## src/rtl/vga_timing_gen.sv

```systemverilog
// Purpose: VGA raster timing (640x480@60 by default). Provides beam counters, delayed sync/blank and gated 24-bit RGB.
// Latency: counters move on the clk edge that ends a pixelTick. sync/blank/RGB lag them by SYNC_DELAY pixel ticks (SYNC_DELAY=0: one clk).
// Backpressure: none; the raster runs freely. Optional macro VGA_TEST_PATTERN_EN adds testMode colour bars.
module vga_timing_gen #(
  parameter int CLK_DIV    = 2,
  parameter int H_VIS      = 640,
  parameter int H_FP       = 16,
  parameter int H_SYNC     = 96,
  parameter int H_BP       = 48,
  parameter int V_VIS      = 480,
  parameter int V_FP       = 10,
  parameter int V_SYNC     = 2,
  parameter int V_BP       = 33,
  parameter int SYNC_DELAY = 2
) (
  input  logic        clk,
  input  logic        botonRST,
`ifdef VGA_TEST_PATTERN_EN
  input  logic        testMode,
`endif
  input  logic [23:0] rgbIn,
  output logic [9:0]  counterX,
  output logic [9:0]  counterY,
  output logic        pixelTick,
  output logic        frameStart,
  output logic        hsync,
  output logic        vsync,
  output logic        videoOn,
  output logic [23:0] RGB
);

  localparam int H_TOTAL = H_VIS + H_FP + H_SYNC + H_BP;
  localparam int V_TOTAL = V_VIS + V_FP + V_SYNC + V_BP;

  localparam logic [9:0] H_LAST   = 10'(H_TOTAL - 1);
  localparam logic [9:0] V_LAST   = 10'(V_TOTAL - 1);
  localparam logic [9:0] H_VIS_W  = 10'(H_VIS);
  localparam logic [9:0] V_VIS_W  = 10'(V_VIS);
  localparam logic [9:0] HS_FIRST = 10'(H_VIS + H_FP);
  localparam logic [9:0] HS_LAST  = 10'(H_VIS + H_FP + H_SYNC - 1);
  localparam logic [9:0] VS_FIRST = 10'(V_VIS + V_FP);
  localparam logic [9:0] VS_LAST  = 10'(V_VIS + V_FP + V_SYNC - 1);
  localparam logic [1:0] DIV_LAST = 2'(CLK_DIV - 1);

  // At least one stage always exists; with SYNC_DELAY=0 it reloads every clk.
  localparam int NST = (SYNC_DELAY > 0) ? SYNC_DELAY : 1;

  // Pipeline word layout: bit0 = visible, bit1 = vsync, bit2 = hsync, [5:3] = bar index.
`ifdef VGA_TEST_PATTERN_EN
  localparam int PW    = 6;
  localparam int BAR_W = H_VIS / 8;
`else
  localparam int PW    = 3;
`endif
  localparam logic [PW-1:0] PIPE_RST = PW'(3'b110);

  logic [1:0]    div_q, div_d;
  logic          tick_q, tick_d;
  logic [9:0]    x_q, x_d;
  logic [9:0]    y_q, y_d;
  logic [PW-1:0] raw;
  logic [PW-1:0] pipe_q [NST];
  logic [PW-1:0] pipe_d [NST];
  logic [PW-1:0] out_next;
  logic [23:0]   rgb_q, rgb_d;

`ifdef VGA_TEST_PATTERN_EN
  // Bar palette, left to right.
  function automatic logic [23:0] bar_colour(input logic [2:0] idx);
    logic [23:0] c;
    case (idx)
      3'd0:    c = 24'hFFFFFF;
      3'd1:    c = 24'hFFFF00;
      3'd2:    c = 24'h00FFFF;
      3'd3:    c = 24'h00FF00;
      3'd4:    c = 24'hFF00FF;
      3'd5:    c = 24'hFF0000;
      3'd6:    c = 24'h0000FF;
      default: c = 24'h000000;
    endcase
    return c;
  endfunction
`endif

  // Pixel divider: tick is registered one clk after the divider reaches its last count,
  // so the first tick after reset lands CLK_DIV clks after release.
  always_comb begin
    div_d  = (div_q == DIV_LAST) ? 2'd0 : div_q + 2'd1;
    tick_d = (div_q == DIV_LAST);
  end

  // Beam counters; any out-of-range value wraps to 0 on the next tick.
  always_comb begin
    x_d = x_q;
    y_d = y_q;
    if (tick_q) begin
      if (x_q >= H_LAST) begin
        x_d = 10'd0;
        y_d = (y_q >= V_LAST) ? 10'd0 : y_q + 10'd1;
      end else begin
        x_d = x_q + 10'd1;
        if (y_q > V_LAST) begin
          y_d = 10'd0;
        end
      end
    end
  end

  // Undelayed decode of the current beam position.
  always_comb begin
    raw    = '0;
    raw[0] = (x_q < H_VIS_W) && (y_q < V_VIS_W);
    raw[1] = !((y_q >= VS_FIRST) && (y_q <= VS_LAST));
    raw[2] = !((x_q >= HS_FIRST) && (x_q <= HS_LAST));
`ifdef VGA_TEST_PATTERN_EN
    raw[5:3] = 3'd0;
    for (int i = 1; i < 8; i++) begin
      if (x_q >= 10'(i * BAR_W)) begin
        raw[5:3] = 3'(i);
      end
    end
`endif
  end

  // Delay line: shifts on pixel ticks, or tracks the decode every clk when no delay is wanted.
  always_comb begin
    for (int i = 0; i < NST; i++) begin
      pipe_d[i] = pipe_q[i];
    end
    if ((SYNC_DELAY == 0) || tick_q) begin
      pipe_d[0] = raw;
    end
    if (tick_q) begin
      for (int i = 1; i < NST; i++) begin
        pipe_d[i] = pipe_q[i-1];
      end
    end
    out_next = pipe_d[NST-1];
  end

  // RGB follows the value videoOn takes at the same edge, so colour never leaks into blanking.
  always_comb begin
    rgb_d = 24'h000000;
`ifdef VGA_TEST_PATTERN_EN
    if (out_next[0]) begin
      rgb_d = testMode ? bar_colour(out_next[5:3]) : rgbIn;
    end
`else
    if (out_next[0]) begin
      rgb_d = rgbIn;
    end
`endif
  end

  // Divider and counter state.
  always_ff @(posedge clk or negedge botonRST) begin
    if (!botonRST) begin
      div_q  <= 2'd0;
      tick_q <= 1'b0;
      x_q    <= 10'd0;
      y_q    <= 10'd0;
    end else begin
      div_q  <= div_d;
      tick_q <= tick_d;
      x_q    <= x_d;
      y_q    <= y_d;
    end
  end

  // Delay line and output colour state; reset leaves syncs inactive and video blanked.
  always_ff @(posedge clk or negedge botonRST) begin
    if (!botonRST) begin
      for (int i = 0; i < NST; i++) begin
        pipe_q[i] <= PIPE_RST;
      end
      rgb_q <= 24'h000000;
    end else begin
      for (int i = 0; i < NST; i++) begin
        pipe_q[i] <= pipe_d[i];
      end
      rgb_q <= rgb_d;
    end
  end

  assign counterX   = x_q;
  assign counterY   = y_q;
  assign pixelTick  = tick_q;
  assign frameStart = tick_q && (x_q == H_LAST) && (y_q == V_LAST);
  assign videoOn    = pipe_q[NST-1][0];
  assign vsync      = pipe_q[NST-1][1];
  assign hsync      = pipe_q[NST-1][2];
  assign RGB        = rgb_q;

endmodule

```

## config.mk

```make
export PLATFORM = sky130hd
export DESIGN_NAME = vga_timing_gen
export DESIGN_NICKNAME = d
export VERILOG_FILES = /design/src/rtl/vga_timing_gen.sv
export SDC_FILE = /design/constraint.sdc
export NUM_CORES = 1
export LEC_CHECK = 0
export BUFFER_PORTS_ARGS = -buffer_cell sky130_fd_sc_hd__buf_2
export CAP_MARGIN = 40
export CELL_PAD_IN_SITES_DETAIL_PLACEMENT = 2
export CELL_PAD_IN_SITES_GLOBAL_PLACEMENT = 2
export CORE_MARGIN = 2
export CORE_UTILIZATION = 33
export CTS_CLUSTER_DIAMETER = 80
export DETAILED_ROUTE_END_ITERATION = 8
export PLACE_DENSITY_LB_ADDON = 0.1
export SLEW_MARGIN = 20
export SYNTH_ARGS = -nofsm -noshare
export SYNTH_HDL_FRONTEND = slang
export SYNTH_SLANG_ARGS = --single-unit
```

## constraint.sdc

```tcl
create_clock -name clk -period 2.6 [get_ports clk]
set_clock_uncertainty 0.05 [all_clocks]
set_input_delay 0.39 -clock clk [delete_from_list [all_inputs] [get_ports clk]]
set_output_delay 0.39 -clock clk [all_outputs]
set_load 0.01 [all_outputs]
```

* After elaboration in Yosys (flattened, before gate mapping)
Index checks and enable logic that the tools add are counted.
Storage, ports and cells: bits in registers 53, output and inout bits 49, word-level logic and storage cells 39
Cells by class: add/sub/neg operators 3, magnitude comparators 9, equal/unequal tests 3, muxes and demuxes 7, reductions and logical operators 9
Operator list (count):
- $mux 10 | 4
- $ge 10x10->1 const B | 3
- $mux 24 | 1
- $add 10x1->10 const B | 2
- $eq 10x10->1 const B | 2
- $ge 10x9->1 const B | 1
- $gt 10x10->1 const B | 1
- $le 10x10->1 const B | 1
- $le 10x9->1 const B | 1
- $lt 10x10->1 const B | 1
- $lt 10x9->1 const B | 1
- $logic_and 1x1->1 | 5
- $add 2x1->2 const B | 1
- $eq 2x1->1 const B | 1
- $logic_not 1->1 | 2
- $mux 2 | 1
- $reduce_and 2->1 | 1
- $reduce_bool 2->1 | 1
- $mux 1 | 1

* Depth between registers and ports, before layout
depth in word-level cells 3, depth in mapped cells 7

* Worst setup path after synthesis
No wires, ideal clock.
path kind flip-flop to flip-flop, start point register x_q[5] (netlist: counterX[5]), end point register y_q[7] (netlist: counterY[7]), setup time 126 ps, arrival 1670 ps, required time 2424 ps, slack 754 ps, cell stages (with the launch flop) 7, path buffers 2, clock period less this slack 1846 ps, cells stage by stage dfrtp_1 -> buf_6 -> o311a_4 -> a2bb2o_4 -> buf_6 -> and2_4 -> a221o_1
Between the ends: word-level cells in the longest chain between the ends 3
RTL lines:
- start, declared | RTL line 59 | logic [9:0] x_q, x_d;
- start signal, assigned | RTL line 160 | x_q <= 10'd0;
- start signal, assigned | RTL line 165 | x_q <= x_d;
- $ge 10x10->1 * | RTL line 97 | if (x_q >= H_LAST) begin
- $reduce_bool 2->1 (no source line)
- $reduce_and 2->1 (no source line)
- end signal, assigned | RTL line 166 | y_q <= y_d;
- end, declared | RTL line 60 | logic [9:0] y_q, y_d;
Every way passes the cells marked *; elsewhere a longest branch is shown, timed or not. A chain may end at the register's enable or synchronous reset.

* Worst setup path in the final report
start point register x_q[1] (netlist: counterX[1]), end point output frameStart
Between the ends: word-level cells in the longest chain between the ends 3
RTL lines:
- $eq 10x10->1 | RTL line 188 | assign frameStart = tick_q && (x_q == H_LAST) && (y_q == V_LAST);
- $logic_and 1x1->1 (2 in a row) | RTL line 188
- end, declared | RTL line 25 | output logic frameStart,
No other way between the ends.

==> run_results.csv <==
group,metric,value,unit
critical_path,required,2160,ps
timing,setup_tns,0,ps
clocking,cts_root_buf,"clkbuf_8",
detailed_routing,viasPerCell,4.801,
global_routing,grt_pass1_vias,2008,
min_path,hold_path.class,"input pin to async pin",
clocking,cts_buffers,5,
clocking,cts.clk_slew.worst_paths,100,ps
detailed_routing,ant_nets,0,
finish,nets,319,
global_routing,grt_antenna_before_repair,0,
job,maxCapViolCount,0,
finish,layout-drive-gt1-share,34.83,%
power,p_leak,0.001361,uW
die,floorplan.io_pins,75,
power,seq_power_share,58.9,%
clocking,cts_hold_buf,0,
power,comb_power_share,5.5,%
placement,hpwl,4640,um
timing,hold_viol_final,0,
timing,drv_slew,0,
synthesis,syn_area,0.002325,mm2
die,core-area,0.006794,mm2
synthesis,syn-num-nets,240,
detailed_routing,routed_wirelength,6162,um
die,die-area,0.007732,mm2
synthesis,synth_edf_count,0,
critical_path,cpPeakStageDelay,420,ps
detailed_routing,drcViolationCount,0,
timing,fmax,0.4451,GHz
synthesis,avgSynthCellArea,11.07,um2
clocking,cts.sinks,53,
synthesis,netlist-cell-type-count,40,
finish,diodes,0,
detailed_routing,wl_per_cell,15.96,um
clocking,cts_buffer_depth,2,
synthesis,synthCells,210,
timing,setup_viol_count_final,0,
critical_path,cp_slowest_cell,"dfrtp_1",
global_routing,grt_max_degree,26,
critical_path,critical_path_buf_inv_count,1,
power,internal-power,1101,uW
global_routing,grt-ovfl-total,0,
critical_path,cp.depth,4,
finish,mostFrequentLayoutCells,"74 x buf_2, 49 x dfrtp_1, 27 x nor2b_1, 14 x inv_1",
detailed_routing,dr.pass1.iters,4,
detailed_routing,num_vias,1853,
power,power_density,493.6,mW/mm2
outcome,status,"completed",
placement,place.port_buffers,74,
timing,tightest_slew,548.6,ps
critical_path,cp_data_arrival_time,1810,ps
critical_path,cp_top_family,"simple AND/OR/NAND/NOR gates",
timing,maxSlewHeadroom,63.43,%
global_routing,gr-usage-all-layers,17.26,%
power,switching_power,337.5,uW
synthesis,synth-seq-cells,53,
placement,place.gp.congestion,0.7726,
critical_path,r2r_cells,5,
critical_path,worstSetupPathType,"flop to output pin",
power,ir_drop,0.1638,mV
die,start_util,34.22,%
clocking,cts_resized,0,
critical_path,end_kind,"output pin",
finish,fin_util,42.89,%
synthesis,async_flop_share,100.0,%
finish,syn2layout_area_growth,25.35,%
timing,rsz0062_at_grt,"no",
clocking,tritoncts,"done",
synthesis,synth_flop_cell,"dfrtp_1",
critical_path,path_max_fanout,7,
global_routing,grt_first_pass_wirelength,10190,um
power,power_frac_clock,35.5,%
timing,fin_crit_sh,86.41,%
power,swShare,23.46,%
detailed_routing,drtIter0Drc,58,
clocking,clk_latency,310,ps
die,die_h,87.93,um
die,rows,30,
timing,period_needed,2247,ps
clocking,post_cts_buffers,0,
clocking,htreeDepth,2,
die,fp.dieW,87.93,um
synthesis,yosysSeqAreaShare,57.27,%
critical_path,startpoint_type,"flop",
critical_path,path_cells,"ha_1, nand4_1, nor4_1, buf_2",
synthesis,ys_warn_count,0,
finish,final_common_cell,"buf_2",
## power groups by stage
stage	clock (uW)	combinational [uW]	sequential [uW]
global placement	0	80.8	862
floorplan	0	12.1	875
CTS	538	83.4	848
finish	511	79.8	847
global route	567	90.9	850
detailed placement	0	83.7	864
## Yosys cell counts, drive strengths merged (2+ instances only)
| cell type | instances | share of area (%) |
|---|---|---|
| o21ai | 7 | 1.5 |
| or3 | 3 | 0.81 |
| and4 | 2 | 0.86 |
| nor2b | 27 | 7.3 |
| ha | 4 | 2.2 |
| dfstp | 4 | 4.5 |
| mux2 | 2 | 0.97 |
| a31o | 2 | 1.1 |
| nand3 | 12 | 2.6 |
| nor3 | 6 | 1.3 |
| a221o | 2 | 0.86 |
| a21oi | 7 | 1.5 |
| inv | 14 | 2.3 |
| mux2i | 2 | 0.86 |
| nor2 | 11 | 1.8 |
| nor4 | 2 | 0.54 |
| buf | 3 | 1.2 |
| nand2 | 12 | 1.9 |
| nand2b | 2 | 0.54 |
| xnor2 | 4 | 1.5 |
| clkbuf | 4 | 0.65 |
| and2 | 3 | 0.91 |
| o221ai | 5 | 1.9 |
| dfrtp | 49 | 53 |
| a22o | 2 | 0.75 |
| nand4 | 10 | 2.7 |
## layout make-up
cell class | count | area, um2
Tap cell | 96 | 120.1
Timing Repair Buffer | 79 | 407.9
Multi-Input combinational cell | 136 | 902.1
Fill cell | 753 | 3880
Clock buffer | 6 | 82.58
Clock inverter | 2 | 17.52
Sequential cell | 53 | 1331
Inverter | 14 | 52.55
## cells by family after synthesis
| kind of cell | count (synthesis) | synth area share, % |
|---|---|---|
| fa+ha+maj | 4 | 2.153 |
| compound gates | 31 | 10.98 |
| flops | 53 | 57.27 |
| simple gates | 92 | 21.80 |
| mux | 4 | 1.830 |
| xor+xnor | 5 | 1.884 |
| buf+inv | 21 | 4.090 |
## worst paths after layout
kind                        startpoint          end  slack [ps]
max reg2reg                counterX[1]  counterY[7]         580
min in group clk             rgbIn[18]      RGB[18]         240
min                           botonRST  counterY[0]           2
max                        counterX[1]   frameStart         350
min reg2reg                   div_q[1]    pixelTick         380
max in group asynchronous     botonRST        vsync        1800
## layer usage
layer,part of all wire [%],vias to the layer above,track usage (%),wire length (um)
met4,1.0,0,4.615,64
met1,44,907,22.18,2718
met3,6.9,6,5.561,428
met5,0,-,0,0
met2,48,51,28.17,2950
li1,-,889,-,-
## state kept, by name (all words and copies together) (netlist names)
name       cells
counterY      10
videoOn        1
RGB           24
pixelTick      1
div_q          2
pipe_q         3
counterX      10
vsync          1
hsync          1
## stage by stage
stage          setup WS (ps)  hold WS (ps)  std cells  total power [uW]  cell area [um2]
2_1_floorplan          753.8         44.41        210             886.6             2325
3_3_place_gp           655.3         359.9        378             943.0             2814
3_5_place_dp           571.4         365.6        378             947.5             2814
4_1_cts                319.7         15.02        386              1469             2914
5_1_grt                136.7         33.16        386              1507             2914
6_report               353.2         1.586        386              1438             2914
(Power assumes the default switching activity.)
